## config.mk

```make
export PLATFORM = sky130hd
export DESIGN_NAME = muldiv_seq_ctrl
export DESIGN_NICKNAME = d
export VERILOG_FILES = /design/src/rtl/muldiv_pkg.sv /design/src/rtl/muldiv_iter_dp.sv /design/src/rtl/muldiv_seq_ctrl.sv
export SDC_FILE = /design/constraint.sdc
export NUM_CORES = 1
export LEC_CHECK = 0
export BUFFER_PORTS_ARGS = -buffer_cell sky130_fd_sc_hd__buf_2
export CORE_MARGIN = 2
export CORE_UTILIZATION = 36
export CTS_CLUSTER_SIZE = 20
export DETAILED_ROUTE_END_ITERATION = 8
export HOLD_SLACK_MARGIN = 0.02
export PLACE_DENSITY = 0.63
export SETUP_SLACK_MARGIN = 0.4
export SYNTH_ARGS = -nofsm -noshare
export SYNTH_HDL_FRONTEND = slang
export SYNTH_SLANG_ARGS = --single-unit
```

## constraint.sdc

```tcl
create_clock -name CLK -period 7.8 [get_ports CLK]
set_input_delay 0.78 -clock CLK [delete_from_list [all_inputs] [get_ports CLK]]
set_output_delay 0.78 -clock CLK [all_outputs]
set_load 0.01 [all_outputs]
```

## src/rtl/muldiv_pkg.sv

```systemverilog
// ============================================================================
// Module      : muldiv_pkg
// Description : Shared op encodings, sequencer states and width default for
//               the MIPS mult/div sequencer.
// Revision    : 1.0 - initial release
// ============================================================================
`default_nettype none

package muldiv_pkg;

  localparam int WIDTH_DEF = 32;

  localparam logic [1:0] OP_MULT  = 2'b00;
  localparam logic [1:0] OP_MULTU = 2'b01;
  localparam logic [1:0] OP_DIV   = 2'b10;
  localparam logic [1:0] OP_DIVU  = 2'b11;

  typedef enum logic [1:0] {
    IDLE = 2'd0,
    RUN  = 2'd1,
    DONE = 2'd2
  } state_t;

endpackage

`default_nettype wire

```

## src/rtl/muldiv_iter_dp.sv

```systemverilog
// ============================================================================
// Module      : muldiv_iter_dp
// Description : Iterative datapath: shift-add multiply, restoring divide and
//               final sign correction of the {Hi, Lo} result.
// Revision    : 1.0 - initial release
// ============================================================================
`default_nettype none

module muldiv_iter_dp
  import muldiv_pkg::*;
#(
  parameter int WIDTH = WIDTH_DEF
) (
  input  logic               CLK,
  input  logic               RST,
  input  logic               load,
  input  logic               step,
  input  logic [1:0]         opIn,
  input  logic [WIDTH-1:0]   srcA,
  input  logic [WIDTH-1:0]   srcB,
  output logic [2*WIDTH-1:0] result,
  output logic               divZero
);

  logic             w_signed;
  logic             w_isDiv;
  logic [WIDTH-1:0] w_magA;
  logic [WIDTH-1:0] w_magB;

  // r_mcand holds the multiplicand (mult) or divisor (div) magnitude;
  // r_hi/r_lo hold product halves (mult) or remainder/quotient (div).
  logic [WIDTH-1:0] r_mcand;
  logic [WIDTH:0]   r_hi;
  logic [WIDTH-1:0] r_lo;
  logic             r_isDiv;
  logic             r_negQ;
  logic             r_negR;
  logic             r_divZero;

  logic [WIDTH:0]     w_addSum;
  logic [WIDTH:0]     w_mulT;
  logic [WIDTH:0]     w_shifted;
  logic [WIDTH:0]     w_diff;
  logic [WIDTH:0]     w_hiNext;
  logic [WIDTH-1:0]   w_loNext;
  logic [2*WIDTH-1:0] w_prodMag;
  logic [WIDTH-1:0]   w_quo;
  logic [WIDTH-1:0]   w_rem;

  assign w_isDiv  = opIn[1];
  assign w_signed = ~opIn[0];
  assign w_magA   = (w_signed && srcA[WIDTH-1]) ? -srcA : srcA;
  assign w_magB   = (w_signed && srcB[WIDTH-1]) ? -srcB : srcB;

  always_ff @(posedge CLK) begin
    if (RST) begin
      r_mcand   <= '0;
      r_hi      <= '0;
      r_lo      <= '0;
      r_isDiv   <= 1'b0;
      r_negQ    <= 1'b0;
      r_negR    <= 1'b0;
      r_divZero <= 1'b0;
    end else if (load) begin
      r_mcand   <= w_isDiv ? w_magB : w_magA;
      r_lo      <= w_isDiv ? w_magA : w_magB;
      r_hi      <= '0;
      r_isDiv   <= w_isDiv;
      r_negQ    <= w_signed & (srcA[WIDTH-1] ^ srcB[WIDTH-1]);
      r_negR    <= w_signed & srcA[WIDTH-1];
      r_divZero <= w_isDiv & (srcB == '0);
    end else if (step) begin
      r_hi <= w_hiNext;
      r_lo <= w_loNext;
    end
  end

  always_comb begin
    w_addSum  = r_hi + {1'b0, r_mcand};
    w_mulT    = r_lo[0] ? w_addSum : r_hi;
    w_shifted = {r_hi[WIDTH-1:0], r_lo[WIDTH-1]};
    w_diff    = w_shifted - {1'b0, r_mcand};
    w_hiNext  = '0;
    w_loNext  = '0;
    if (r_isDiv) begin
      // Borrow out of the trial subtract means the divisor did not fit.
      if (!w_diff[WIDTH]) begin
        w_hiNext = w_diff;
        w_loNext = {r_lo[WIDTH-2:0], 1'b1};
      end else begin
        w_hiNext = w_shifted;
        w_loNext = {r_lo[WIDTH-2:0], 1'b0};
      end
    end else begin
      w_hiNext = {1'b0, w_mulT[WIDTH:1]};
      w_loNext = {w_mulT[0], r_lo[WIDTH-1:1]};
    end
  end

  // With a zero divisor the remainder ends as |dividend|, so the remainder
  // sign fix restores the raw dividend for Hi.
  always_comb begin
    w_prodMag = {w_hiNext[WIDTH-1:0], w_loNext};
    w_quo     = w_loNext;
    w_rem     = w_hiNext[WIDTH-1:0];
    result    = '0;
    if (!r_isDiv) begin
      result = r_negQ ? -w_prodMag : w_prodMag;
    end else begin
      result[WIDTH-1:0]       = r_divZero ? '1 : (r_negQ ? -w_quo : w_quo);
      result[2*WIDTH-1:WIDTH] = r_negR ? -w_rem : w_rem;
    end
  end

  assign divZero = r_divZero;

endmodule

`default_nettype wire

```

## src/rtl/muldiv_seq_ctrl.sv

```systemverilog
// ============================================================================
// Module      : muldiv_seq_ctrl
// Description : E-stage mult/div sequencer: stalls the pipe while iterating,
//               then pulses the Lo/Hi write toward the E/M register.
// Revision    : 1.0 - initial release
// ============================================================================
`default_nettype none

module muldiv_seq_ctrl
  import muldiv_pkg::*;
#(
  parameter int WIDTH = WIDTH_DEF
) (
  input  logic               CLK,
  input  logic               RST,
  input  logic               StartE,
  input  logic [1:0]         OpE,
  input  logic [WIDTH-1:0]   SrcAE,
  input  logic [WIDTH-1:0]   SrcBE,
  input  logic               FlushE,
  output logic               StallE,
  output logic               WriteLoHiE,
  output logic [2*WIDTH-1:0] loHi_dataE,
  output logic               DivZeroE
);

  localparam int CNT_W = $clog2(WIDTH) + 1;

  state_t             r_state;
  state_t             w_stateNext;
  logic [CNT_W-1:0]   r_count;
  logic               w_load;
  logic               w_step;
  logic               w_final;
  logic [2*WIDTH-1:0] w_result;
  logic               w_divZero;

  muldiv_iter_dp #(
    .WIDTH (WIDTH)
  ) u_dp (
    .CLK     (CLK),
    .RST     (RST),
    .load    (w_load),
    .step    (w_step),
    .opIn    (OpE),
    .srcA    (SrcAE),
    .srcB    (SrcBE),
    .result  (w_result),
    .divZero (w_divZero)
  );

  always_ff @(posedge CLK) begin
    if (RST) begin
      r_state <= IDLE;
      r_count <= '0;
    end else begin
      r_state <= w_stateNext;
      if (w_load) begin
        r_count <= '0;
      end else if (w_step) begin
        r_count <= r_count + CNT_W'(1);
      end
    end
  end

  // Flush takes priority over the final iteration, so a squashed op never writes.
  always_comb begin
    w_stateNext = r_state;
    StallE      = 1'b0;
    w_load      = 1'b0;
    w_step      = 1'b0;
    w_final     = 1'b0;
    case (r_state)
      IDLE: begin
        if (StartE && !FlushE) begin
          StallE      = 1'b1;
          w_load      = 1'b1;
          w_stateNext = RUN;
        end
      end
      RUN: begin
        StallE = 1'b1;
        if (FlushE) begin
          w_stateNext = IDLE;
        end else begin
          w_step = 1'b1;
          if (r_count == CNT_W'(WIDTH - 1)) begin
            w_final     = 1'b1;
            w_stateNext = DONE;
          end
        end
      end
      DONE: begin
        w_stateNext = IDLE;
      end
      default: begin
        w_stateNext = IDLE;
      end
    endcase
  end

  always_ff @(posedge CLK) begin
    if (RST) begin
      loHi_dataE <= '0;
    end else if (w_final) begin
      loHi_dataE <= w_result;
    end
  end

  assign WriteLoHiE = (r_state == DONE);
  assign DivZeroE   = (r_state == DONE) & w_divZero;

endmodule

`default_nettype wire

```

; ---- Word-level counts from Yosys, hierarchy flattened
; Index checks and enable logic that the tools add are counted.
[totals]
register_bits = 173
out_inout_bits = 67
elab_cells = 66
[classes]
n_addsub = 8
eq_ne = 5
n_mux = 28
bitwise = 6
n_reduce_logical = 9
[ops]
columns = op, n
row1 = 32-bit two-way mux, 10
row2 = 64-bit two-way mux, 2
row3 = 32-bit negation, 4
row4 = 33-bit two-way mux, 3
row5 = 64-bit negation, 1
row6 = 33-bit by 32-bit adder with 33-bit output, 1
row7 = 33-bit by 32-bit subtractor with 33-bit output, 1
row8 = 32-bit zero test, 1
row9 = 1-bit two-way mux, 8
row10 = 6-bit by 1-bit adder with 6-bit output (second input constant), 1
row11 = 6-bit by 5-bit == test with 1-bit output (second input constant), 1
row12 = 2-bit two-way mux, 3
row13 = 1-bit bitwise AND, 4
row14 = 2-bit one-hot mux with 2 select lines, 1
row15 = 1-bit logical AND, 3
row16 = 3-bit inequality test (second input constant), 1
row17 = 2-bit by 1-bit == test with 1-bit output (second input constant), 1
row18 = 2-bit == test (second input constant), 1
row19 = 2-bit zero test, 1
row20 = 2-bit inequality test (second input constant), 1
row21 = 1-bit one-hot mux with 2 select lines, 1
row22 = 2-bit AND reduction, 1
row23 = 2-bit nonzero test, 1
row24 = 2-bit OR reduction, 1
row25 = other kinds (3), 3

; ---- Logic depth before layout (Yosys ltp)
; Gate-level depths: netlist of run 1.
[logic_depth]
depth_word = 7
mapped_depth = 26

; ---- Cells and area by module
; A second synthesis of run 1 with hierarchy kept.
[hier_totals]
cells_unflattened = 2380
area_unflattened_um2 = 16684.8
[by_module_without_submodules]
columns = mod, instances, cells_each, area_each_um2, seq_area_each_um2
row1 = muldiv_iter_dp, 1, 2035, 13756.9, 2021.9
row2 = muldiv_seq_ctrl, 1, 345, 2927.8, 1441.4

; ---- Worst setup path after synthesis of run 1
; No wires, ideal clock.
[synth_timing]
kind = register to register
startpoint = reg u_dp.r_lo[31]
endpoint = reg loHi_dataE[49]
setup_time_ns = 0.134
t_arrival_ns = 5.336
path_slack_ns = 2.330
stages_incl_launch_ff = 24
n_path_buf = 0
synth_period_minus_slack_ns = 5.470
cell_sequence = dfxtp_1 inv_1 ha_1 fa_1 nand2b_1 a211oi_1 o21ai_1 and3_1 o31ai_1 a21oi_1 o21bai_1 ha_1 or3b_2 a2111oi_2 nand2_1 or3_4 nor2_2 and2_1 nand4_1 a21o_1 or3_1 a21bo_1 mux2i_1 a31oi_1
[synth_between]
elab_chain_cells = 6
elab_cells_between_ends = 10
classes_between = add/sub (3) / mux (7)
[synth_lines]
columns = element, line_no
row1 = from (decl), muldiv_iter_dp.sv:34  ; logic [WIDTH-1:0] r_lo;
row2 = from (signal assigned), muldiv_iter_dp.sv:66  ; r_lo <= w_isDiv ? w_magA : w_magB;
row3 = from (signal assigned), muldiv_iter_dp.sv:74  ; r_lo <= w_loNext;
row4 = 33-bit by 32-bit subtractor with 33-bit output, muldiv_iter_dp.sv:82  ; w_diff = w_shifted - {1'b0, r_mcand};
row5 = 1-bit two-way mux or 33-bit two-way mux (tied branches), muldiv_iter_dp.sv:87  ; if (!w_diff[WIDTH]) begin
row6 = 32-bit two-way mux or 33-bit two-way mux (tied branches), muldiv_iter_dp.sv:85  ; if (r_isDiv) begin
row7 = 64-bit negation or 32-bit negation (tied branches), "muldiv_iter_dp.sv:108, muldiv_iter_dp.sv:111"
row8 = 64-bit two-way mux or 32-bit two-way mux (tied branches), "muldiv_iter_dp.sv:108, muldiv_iter_dp.sv:111"
row9 = 64-bit two-way mux (*), muldiv_iter_dp.sv:107  ; if (!r_isDiv) begin
row10 = to (signal assigned), muldiv_seq_ctrl.sv:106  ; loHi_dataE <= w_result;
row11 = to (decl), muldiv_seq_ctrl.sv:23  ; output logic [2*WIDTH-1:0] loHi_dataE,
; Mark *: on every way between the ends. The rest lies on a longest branch, timed or not.
; A chain may end at the register's enable or synchronous reset.

; ---- Worst setup path in the final report of run 1
[layout_timing]
startpoint = reg u_dp.r_lo[31]
endpoint = reg loHi_dataE[62]
; The elaborated chain is that of the path after synthesis.

==> key figures, run 1 <==
Outcome
  – Outcome: complete, no violations

Clocking
  – H-tree depth: 4
  – CTS buffer count: 17
  – TritonCTS clock tree: yes
  – Clk root buf: clkbuf_16
  – TritonCTS sink count: 173
  – Largest buffer count on any clock path: 2
  – Clk Latency, worst-skew pair: 460 ps
  – Resized Gates After CTS: 0
  – Post-CTS setup buffer count: 0
  – Hold buffers post-CTS: 0
  – Clock-pin slew on the worst setup and hold paths: 80 ps

Placement
  – Pre-CTS setup slack: 1265 ps
  – Post-DP HPWL: 43.67 mm
  – IO Port Bufs: 136
  – # placed instances: 2685
  – GP Congestion: 0.9537

Die
  – Initial core utilization: 0.3657
  – Die W: 210.7 um
  – Die area: 44380 um2
  – Io pins: 137
  – Die H: 210.7 um
  – Core area: 42040 um2
  – Std-Cell Rows: 75

Yosys
  – Yosys reg bits: 173
  – Syn_nets: 2261
  – Sequential-to-total area share from yosys stat: 0.2253
  – Cells after synthesis: 2119
  – Syn Area/Cell: 7.256 um2
  – Synthesis Warnings: 0
  – Mapped cell area: 15370 um2
  – EDFF count, synth: 0
  – Count of different cell masters after synthesis: 108
  – Post-synthesis async set-or-reset flop share: 0
  – Post-synth top flop: dfxtp_1

Drt
  – DR iter-0 viols: 1405
  – Top sig layer: met4
  – Met2 Wirelength: 26.84 mm
  – WL final: 56.56 mm
  – Met3 routed WL: 3.222 mm
  – DRC viols: 0
  – DR vias: 16190
  – Average wire per standard cell: 20.82 um
  – Detail-routed via count per cell: 5.957
  – Antenna-violating nets left: 0
  – Post-Route M1 WL: 23.99 mm
  – Router iterations before antenna repair: 6

Timing
  – Slew HR: 0.2374
  – Final worst path period share: 0.8607
  – Fmax: 149.0 MHz
  – Total negative slack: 0 ps
  – Worst slew pin tran: 1142 ps
  – Clk_skew: 16.70 ps
  – Final Hold Vio Count: 0
  – Worst setup margin: 1087 ps
  – Final min period: 6713 ps
  – Max Slew Vio Count: 0
  – Unrepaired setup endpoints after global routing: no
  – Final setup viols: 0

Min path
  – HP Class: flip-flop to flip-flop
  – Hold path depth: 2
  – Hold Startpoint: loHi_dataE[42]$_SDFFE_PP0P_
  – Hold Path Sink: loHi_dataE[42]$_SDFFE_PP0P_

GRT
  – First-pass GRT wire length: 88.09 mm
  – Number of global-route vias before repair: 15260
  – Initial antenna violation count: 0
  – GRT Total Usage: 0.2527
  – Largest net degree at the start of global routing: 93
  – Total congestion overflow: 0

Run
  – Max cap viols: 0

Worst setup path
  – Critical Path RT: 8160 ps
  – Critical path class: flip-flop to flip-flop
  – Slack of the worst reg-to-reg path: 1090 ps
  – Reg2reg start: u_dp.r_lo[31]$_SDFFE_PP0P_
  – Crit. End Element: flip-flop
  – R2R Path End: loHi_dataE[62]$_SDFFE_PP0P_
  – Startpoint class of the critical path: flip-flop
  – R2r worst-path depth: 26
  – Arrival time worst endpoint: 7070 ps
  – Crit path max fanout: 16

Power
  – Leakage power: 6.461 nW
  – PwrDens: 157.4 nW/um2
  – Worst vdd ir: 0.1628 mV

Final layout
  – Final net count: 2307
  – Ant. Diodes: 0
  – Syn-to-layout area delta: 10.12%
  – Final core utilization: 0.4027
  – Finished Layout Cells: 2717
  – Share of cells above drive strength 1: 0.1318
sequential cells by signal (all words and copies together) (netlist names):
signal        flops
loHi_dataE       64
u_dp.r_hi        33
u_dp.r_lo        32
u_dp.r_mcand     32
r_count           6
r_state           2
u_dp.divZero      1
u_dp.r_isDiv      1
u_dp.r_negQ       1
u_dp.r_negR       1
stage by stage:
step	total power, mW	hold slack [ps]	cell area [um2]
CTS	2.664	453.6	16930
global placement	1.798	441.0	16350
global route	2.792	479.6	16930
detailed placement	1.803	443.7	16350
finish	2.665	452.8	16930
floorplan	1.563	448.6	15370
routing by layer:
layer,vias to the layer above,track usage
met2,591,0.4286
li1,7776,-
met1,7685,0.3216
met5,-,0
met3,134,0.03033
met4,0,0.1136
layout make-up:
cell class	count	area, um2
Clock buffer	18	429.2
Clock inverter	14	147.6
Fill cell	4354	25110
Inverter	75	281.5
Multi-Input combinational cell	1738	11070
Sequential cell	173	3467
Tap cell	539	674.4
Timing Repair Buffer	160	863.3
cell families after synthesis:
group	after synthesis	synth area share
AOI/OAI and AO/OA	673	0.2992
xor gates and xnor gates	154	0.08773
adders and majority gates	72	0.05957
buffers and inverters	208	0.05631
DFF	173	0.2253
muxes	51	0.03377
and+or+nand+nor	788	0.2381
cell usage after synthesis, drive strengths merged (7+ instances only):
master	number	area, um2
nor2	281	1060
or4	8	63.81
a21oi	200	1027
and2	12	76.33
or2	7	43.80
mux2	7	78.83
mux2i	44	440.4
clkbuf	106	449.2
o22ai	18	112.6
dfxtp	173	3463
o31ai	15	117.6
nor4	19	133.9
o41ai	8	92.59
nand3	40	205.2
and3	9	62.56
nand3b	8	60.06
nor2b	18	112.6
o211ai	56	420.4
or3	25	170.2
o31a	12	113.9
nand4	32	200.2
xnor2	87	762.0
buf	27	135.1
a31oi	16	100.1
xor2	67	586.8
ha	70	875.8
nand2	245	922.1
nand2b	20	125.1
o21a	14	105.1
o21ba	9	90.09
a211oi	111	853.3
nor3	41	220.2
a21o	25	187.7
o21bai	13	101.4
inv	74	277.8
o21ai	110	558.0
placed cells by master (no fill, tap or decap), types with 67 or more instances in the layout:
cell and count:
a211oi_1 107, a21oi_1 193, buf_2 135, dfxtp_1 172, ha_1 70, inv_1 73
nand2_1 244, nor2_1 277, o21ai_0 99, xnor2_1 87, xor2_1 67
how the worst max path moves through the flow:
stage / startpoint / endpoint / slack (ps)
floorplan: u_dp.r_lo[31]$_SDFFE_PP0P_ / loHi_dataE[49]$_SDFFE_PP0P_ / 2330
CTS: u_dp.r_lo[31]$_SDFFE_PP0P_ / loHi_dataE[62]$_SDFFE_PP0P_ / 1170
global placement: u_dp.r_lo[31]$_SDFFE_PP0P_ / loHi_dataE[49]$_SDFFE_PP0P_ / 1440
detailed placement: u_dp.r_lo[31]$_SDFFE_PP0P_ / loHi_dataE[62]$_SDFFE_PP0P_ / 1270
global route: u_dp.r_lo[31]$_SDFFE_PP0P_ / loHi_dataE[62]$_SDFFE_PP0P_ / 420
finish: u_dp.r_lo[31]$_SDFFE_PP0P_ / loHi_dataE[62]$_SDFFE_PP0P_ / 1090
critical path: stages, from the launching register on:
cell and delay [ps]:
dfxtp_1 370, inv_1 60, ha_1 220, fa_1 420
nand2b_1 230, a211oi_1 540, o21ai_1 160, and3_1 210
o31ai_1 370, a21oi_1 120, o21bai_1 130, ha_1 260
inv_1 450, nor2_1 130, a21oi_1 260, ha_1 220
o21ai_0 120, nor2_1 310, nand4_1 310, or2_2 400
nor2_1 330, nand2_1 130, nand2_1 100, nand2_1 130
o41ai_2 280, o21ai_1 110, a311oi_2 270
power breakdown:
group	leakage, nW	internal (mW)	switching (mW)
clock	0.277	0.428	0.434
combinational	4.78	0.305	0.549
sequential	1.40	0.909	0.0398
(Power assumes the default switching activity.)
==> run 2: changes to the inputs <==
Settings changed: CORE_ASPECT_RATIO set to 1.4.
==> run 2 against run 1 <==
Register-to-register slack is essentially flat. Critical path type unchanged. Count of clock-buffer cells in the layout is the same. Die area is essentially flat.
==> key figures, run 2 (synthesized netlist as in run 1, its figures left out) <==
Outcome
  – Outcome: complete, no violations

Worst setup path
  – Arrival time worst endpoint: 7080 ps (about the same)
  – Crit path from: u_dp.r_lo[31]$_SDFFE_PP0P_
  – Critical path class: flip-flop to flip-flop
  – Critical Path RT: 8170 ps (about the same)
  – Crit. End Element: flip-flop
  – Slack of the worst reg-to-reg path: 1080 ps (about the same)
  – Reg2reg start: u_dp.r_lo[31]$_SDFFE_PP0P_
  – R2R Path End: loHi_dataE[44]$_SDFFE_PP0P_
  – Crit path max fanout: 16 (unchanged)
  – Top cell family by delay on the critical path: simple AND/OR/NAND/NOR gates
  – Worst path depth: 25 (-3.8%)
  – CP max-delay cell: a211oi_1
  – Worst path most repeated cell: nor2_1
  – Startpoint class of the critical path: flip-flop
  – CP max stage delay: 500 ps (-40 ps)
  – R2r worst-path depth: 25 (-3.8%)
  – CP bufs+invs: 2 (unchanged)

Die
  – Core area: 42200 um2 (+0.39%)
  – Die H: 248.5 um (+18%)
  – Initial core utilization: 0.3643 (-0.001420)
  – Die area: 44400 um2 (about the same)
  – Die W: 178.7 um (-15%)
  – Io pins: 137 (unchanged)
  – Std-Cell Rows: 89 (+19%)

Clocking
  – Clk Latency, worst-skew pair: 470 ps (about the same)
  – Post-CTS setup buffer count: 0 (unchanged)
  – Resized Gates After CTS: 0 (unchanged)
  – TritonCTS sink count: 173 (unchanged)
  – Hold buffers post-CTS: 0 (unchanged)
  – Largest buffer count on any clock path: 2 (unchanged)
  – TritonCTS clock tree: yes
  – Clock-pin slew on the worst setup and hold paths: 70 ps (about the same)
  – CTS buffer count: 17 (unchanged)
  – Clk root buf: clkbuf_16
  – H-tree depth: 4 (unchanged)

Min path
  – Hold Path Sink: loHi_dataE[35]$_SDFFE_PP0P_
  – Hold path depth: 2 (unchanged)
  – Hold Startpoint: loHi_dataE[35]$_SDFFE_PP0P_
  – HP Class: flip-flop to flip-flop

Drt
  – Detail-routed via count per cell: 5.920 (-0.63%)
  – Average wire per standard cell: 22.04 um (+5.8%)
  – DR iter-0 viols: 1160 (-17%)
  – DR vias: 16110 (-0.45%)
  – DRC viols: 0 (unchanged)
  – Antenna-violating nets left: 0 (unchanged)
  – Router iterations before antenna repair: 6 (unchanged)
  – WL final: 59.98 mm (+6.0%)

Timing
  – Final min period: 6715 ps (+1.840 ps)
  – Worst slew pin tran: 1300 ps (+158.3 ps)
  – Final setup viols: 0 (unchanged)
  – Fmax: 148.9 MHz (about the same)
  – Final Hold Vio Count: 0 (unchanged)
  – Final worst path period share: 0.8609 (about the same)
  – Worst hold margin: 448.4 ps (-4.364 ps)
  – Max Slew Vio Count: 0 (unchanged)
  – Total negative slack: 0 ps (unchanged)
  – Unrepaired setup endpoints after global routing: no
  – Slew HR: 0.1325 (-0.1049)
  – Clk_skew: 17.64 ps (+0.9453 ps)

Final layout
  – Most frequent cells in the layout: nor2_1 (277), nand2_1 (244), a21oi_1 (193), dfxtp_1 (172), buf_2 (135)
  – Syn-to-layout area delta: 10.53%
  – Largest register FFs: 64 (unchanged)
  – Share of cells above drive strength 1: 0.1314 (-0.0003384)
  – Most flop-heavy register: loHi_dataE
  – Top flop regs: loHi_dataE (64), u_dp.r_hi (33)
  – Finished Layout Cells: 2722 (+0.18%)
  – Ant. Diodes: 0 (unchanged)
  – Finished Cell Area: 16990 um2 (+0.38%)
  – Most common cell after layout, fill and taps aside: nor2_1
  – Final net count: 2306 (-0.043%)

Power
  – PwrDens: 163.3 nW/um2 (+3.8%)
  – Leakage power: 6.491 nW (+0.47%)
  – Overall Power: 2.776 mW (+4.1%)
  – Worst vdd ir: 0.1346 mV (-17%)

GRT
  – GRT Total Usage: 0.2688 (+0.01610)
  – Number of global-route vias before repair: 15540 (+1.8%)
  – First-pass GRT wire length: 91.56 mm (+3.9%)
  – Largest net degree at the start of global routing: 93 (unchanged)
  – Initial antenna violation count: 0 (unchanged)
  – Total congestion overflow: 0 (unchanged)

Placement
  – GP Congestion: 0.9636 (+1.0%)
  – Placed Area: 16350 um2 (about the same)
  – Post-DP HPWL: 47.27 mm (+8.2%)
  – # placed instances: 2691 (+0.22%)
  – IO Port Bufs: 136 (unchanged)

Run
  – Max cap viols: 0 (unchanged)
-- run 2: cell types whose count changed in the layout (fill, tap and decap cells not counted), sizes merged --
cell      delta
buf          -1
bufinv       +2
clkinv       -1
clkinvlp     -2
-- run 2: final cells by class --
type                       instances  area, um2
multi-input combinational       1738      11070
timing repair buffer             159      855.8
fill                            4341      25210
clock inverter                    13      188.9
sequential                       173       3467
tap                              546      683.2
inverter                          75      281.5
clock buffer                      18      450.4
-- run 2: where the power goes --
group / switching [mW] / internal [mW] / leakage (nW) / total, mW
Sequential: 0.0410 / 0.909 / 1.40 / 0.950
Combinational: 0.565 / 0.306 / 4.77 / 0.872
Clock: 0.444 / 0.511 / 0.313 / 0.954
-- run 2: how the worst max path moves through the flow --
stage | slack [ps] | end
3_5_place_dp | 1240 | loHi_dataE[44]$_SDFFE_PP0P_
6_report | 1080 | loHi_dataE[44]$_SDFFE_PP0P_
2_1_floorplan | 2330 | loHi_dataE[49]$_SDFFE_PP0P_
5_1_grt | 580 | loHi_dataE[62]$_SDFFE_PP0P_
4_1_cts | 1200 | loHi_dataE[44]$_SDFFE_PP0P_
3_3_place_gp | 1430 | loHi_dataE[62]$_SDFFE_PP0P_
-- run 2: routing by layer --
layer / share of wire / GRT usage / vias to the layer above
li1: - / - / 7772
met1: 0.37 / 0.2938 / 7641
met2: 0.51 / 0.4770 / 516
met3: 0.043 / 0.03135 / 184
met4: 0.079 / 0.1849 / 0
met5: 0 / 0 / -
-- run 2: stage by stage --
stage / setup WS, ps / util
floorplan: 2330 / -
global placement: 1426 / 0.3875
detailed placement: 1238 / 0.3875
CTS: 1203 / 0.4027
global route: 580.0 / 0.4027
finish: 1085 / 0.4027
-- run 2: tightest hold or removal path: cells and delay by family, from the launching register on --
| family | cells | cell delay (ps) |
|---|---|---|
| AO/OA/AOI/OAI | 1 | 50 |
| flip-flops | 1 | 310 |
| AND/OR/NAND/NOR | 1 | 50 |
==> run 3: changes to the inputs <==
Settings changed: CORE_ASPECT_RATIO 1.4 to 1.2.
==> run 3 against run 2 <==
Sequential power is essentially flat. Via count is 0.65% higher. Routed wire length shrank 1.8%. Critical path depth decreased by 1. Count of clock-buffer cells in the layout decreased by 1. Utilization increased by 0.25 points. Die area about the same. Sequential share of layout area about the same. Register-to-register slack better by 150 ps. Global-route usage fell by 0.61 points. Highest routed layer unchanged.
==> key figures, run 3 (synthesized netlist as in run 1, its figures left out) <==
Timing
  – Slew HR: 0.2998 (+0.1673)
  – Final Hold Vio Count: 0 (unchanged)
  – Unrepaired setup endpoints after global routing: no
  – Final setup viols: 0 (unchanged)
  – Worst slew pin tran: 1050 ps (-249.5 ps)
  – Final worst path period share: 0.8419 (-0.01904)
  – Fmax: 152.3 MHz (+2.3%)
  – Max Slew Vio Count: 0 (unchanged)
  – Total negative slack: 0 ps (unchanged)
  – Final min period: 6567 ps (-148.5 ps)
  – Clk_skew: 11.18 ps (-6.461 ps)

Drt
  – Antenna-violating nets left: 0 (unchanged)
  – DR vias: 16220 (+0.65%)
  – Router iterations before antenna repair: 7 (+1)
  – DR iter-0 viols: 1342 (+16%)
  – WL final: 58.93 mm (-1.8%)
  – Detail-routed via count per cell: 5.941 (+0.36%)
  – DRC viols: 0 (unchanged)
  – Average wire per standard cell: 21.59 um (-2.0%)

Min path
  – Hold path depth: 2 (unchanged)
  – HP Class: flip-flop to flip-flop

GRT
  – Number of global-route vias before repair: 15260 (-1.8%)
  – Initial antenna violation count: 0 (unchanged)
  – GRT Total Usage: 0.2627 (-0.006108)
  – Total congestion overflow: 0 (unchanged)
  – Largest net degree at the start of global routing: 93 (unchanged)
  – First-pass GRT wire length: 89.91 mm (-1.8%)

Outcome
  – Outcome: complete, no violations

Clocking
  – Clk Latency, worst-skew pair: 460 ps (about the same)
  – CTS buffer count: 17 (unchanged)
  – H-tree depth: 4 (unchanged)
  – TritonCTS sink count: 173 (unchanged)
  – Clock-pin slew on the worst setup and hold paths: 80 ps (about the same)
  – Resized Gates After CTS: 0 (unchanged)
  – Clk root buf: clkbuf_16
  – TritonCTS clock tree: yes
  – Post-CTS setup buffer count: 0 (unchanged)
  – Largest buffer count on any clock path: 2 (unchanged)
  – Hold buffers post-CTS: 0 (unchanged)

Final layout
  – Most common cell after layout, fill and taps aside: nor2_1
  – Largest register FFs: 64 (unchanged)
  – Final net count: 2313 (+0.30%)
  – Top flop regs: loHi_dataE (64), u_dp.r_hi (33)
  – Finished Cell Area: 17000 um2 (about the same)
  – Final core utilization: 0.4052 (+0.002496)
  – Most frequent cells in the layout: nor2_1 (277), nand2_1 (244), a21oi_1 (193), dfxtp_1 (172), buf_2 (135)
  – Ant. Diodes: 0 (unchanged)
  – Most flop-heavy register: loHi_dataE
  – Share of cells above drive strength 1: 0.1346 (+0.003182)
  – Syn-to-layout area delta: 10.58% (about the same)

Worst setup path
  – R2r worst-path depth: 24 (-4.0%)
  – Arrival time worst endpoint: 6910 ps (-170 ps)
  – Critical path class: flip-flop to flip-flop
  – Critical Path RT: 8150 ps (-20 ps)
  – Startpoint class of the critical path: flip-flop
  – Crit path max fanout: 32 (+16)
  – Crit. End Element: flip-flop

Die
  – Std-Cell Rows: 82 (-7.9%)
  – Die H: 230.4 um (-7.3%)
  – Die W: 192.7 um (+7.8%)
  – Io pins: 137 (unchanged)
  – Die area: 44380 um2 (about the same)
  – Initial core utilization: 0.3664 (+0.002096)
  – Core area: 41960 um2 (-0.57%)

Run
  – Max cap viols: 0 (unchanged)

Power
  – PwrDens: 159.6 nW/um2 (-2.3%)
  – Leakage power: 6.500 nW (+0.13%)
  – Worst vdd ir: 0.1132 mV (-16%)

Placement
  – GP Congestion: 0.9642 (about the same)
  – Placed Area: 16410 um2 (+0.32%)
  – Post-DP HPWL: 45.45 mm (-3.8%)
  – IO Port Bufs: 136 (unchanged)
## run 3: layout make-up
| class | instances | area [um2] |
|---|---|---|
| Fill cell | 4324 | 24960 |
| Multi-Input combinational cell | 1738 | 11070 |
| Sequential cell | 173 | 3467 |
| Timing Repair Buffer | 166 | 908.4 |
| Tap cell | 546 | 683.2 |
| Clock buffer | 17 | 425.4 |
| Inverter | 75 | 281.5 |
| Clock inverter | 15 | 168.9 |
## run 3: worst paths after layout
check / start / slack [ps] / to
setup / recovery: u_dp.r_lo[31]$_SDFFE_PP0P_ / 1230 / loHi_dataE[61]$_SDFFE_PP0P_
hold / removal: loHi_dataE[42]$_SDFFE_PP0P_ / 450 / loHi_dataE[42]$_SDFFE_PP0P_
setup reg to reg: u_dp.r_lo[31]$_SDFFE_PP0P_ / 1230 / loHi_dataE[61]$_SDFFE_PP0P_
hold reg to reg: loHi_dataE[42]$_SDFFE_PP0P_ / 450 / loHi_dataE[42]$_SDFFE_PP0P_
## run 3: power breakdown
| part | switching (mW) | total (mW) | internal [mW] |
|---|---|---|---|
| registers | 0.0389 | 0.948 | 0.909 |
| logic | 0.564 | 0.874 | 0.310 |
| clock network | 0.435 | 0.891 | 0.456 |
| total | 1.04 | 2.71 | 1.67 |
## run 3: per-layer routing
layer	global-route usage	vias to the layer above	part of all wire
met1	0.3133	7762	0.41
li1	-	7778	-
met3	0.02660	132	0.047
met2	0.4584	546	0.49
met4	0.1427	0	0.055
met5	0	-	0
## run 3: critical path: stages, from the launching register on
cell and delay (ps):
dfxtp_1 370, inv_1 60, ha_1 220, fa_1 400, nand2b_1 200, a211oi_1 510
o21ai_1 150, and3_1 190, o31ai_1 370, a21oi_1 130, o21bai_1 150, ha_1 270
buf_4 270, or3b_2 520, a2111oi_2 430, nand2_1 220, or3_4 450, nor2_2 200
and2_1 200, nand2_1 60, a21oi_1 220, o21ai_0 130, or4_1 510, nand4b_1 120
nand3_1 100
## run 3: through the flow
stage / hold WS (ps) / worst slack (ps) / instances / power [mW]
after global routing: 480.8 / 669.6 / 2730 / 2.835
final: 452.3 / 1233 / 2730 / 2.713
after global placement: 439.1 / 1470 / 2698 / 1.821
after detailed placement: 443.5 / 1297 / 2698 / 1.823
after floorplan: 448.6 / 2330 / 2119 / 1.563
after CTS: 453.4 / 1274 / 2730 / 2.710
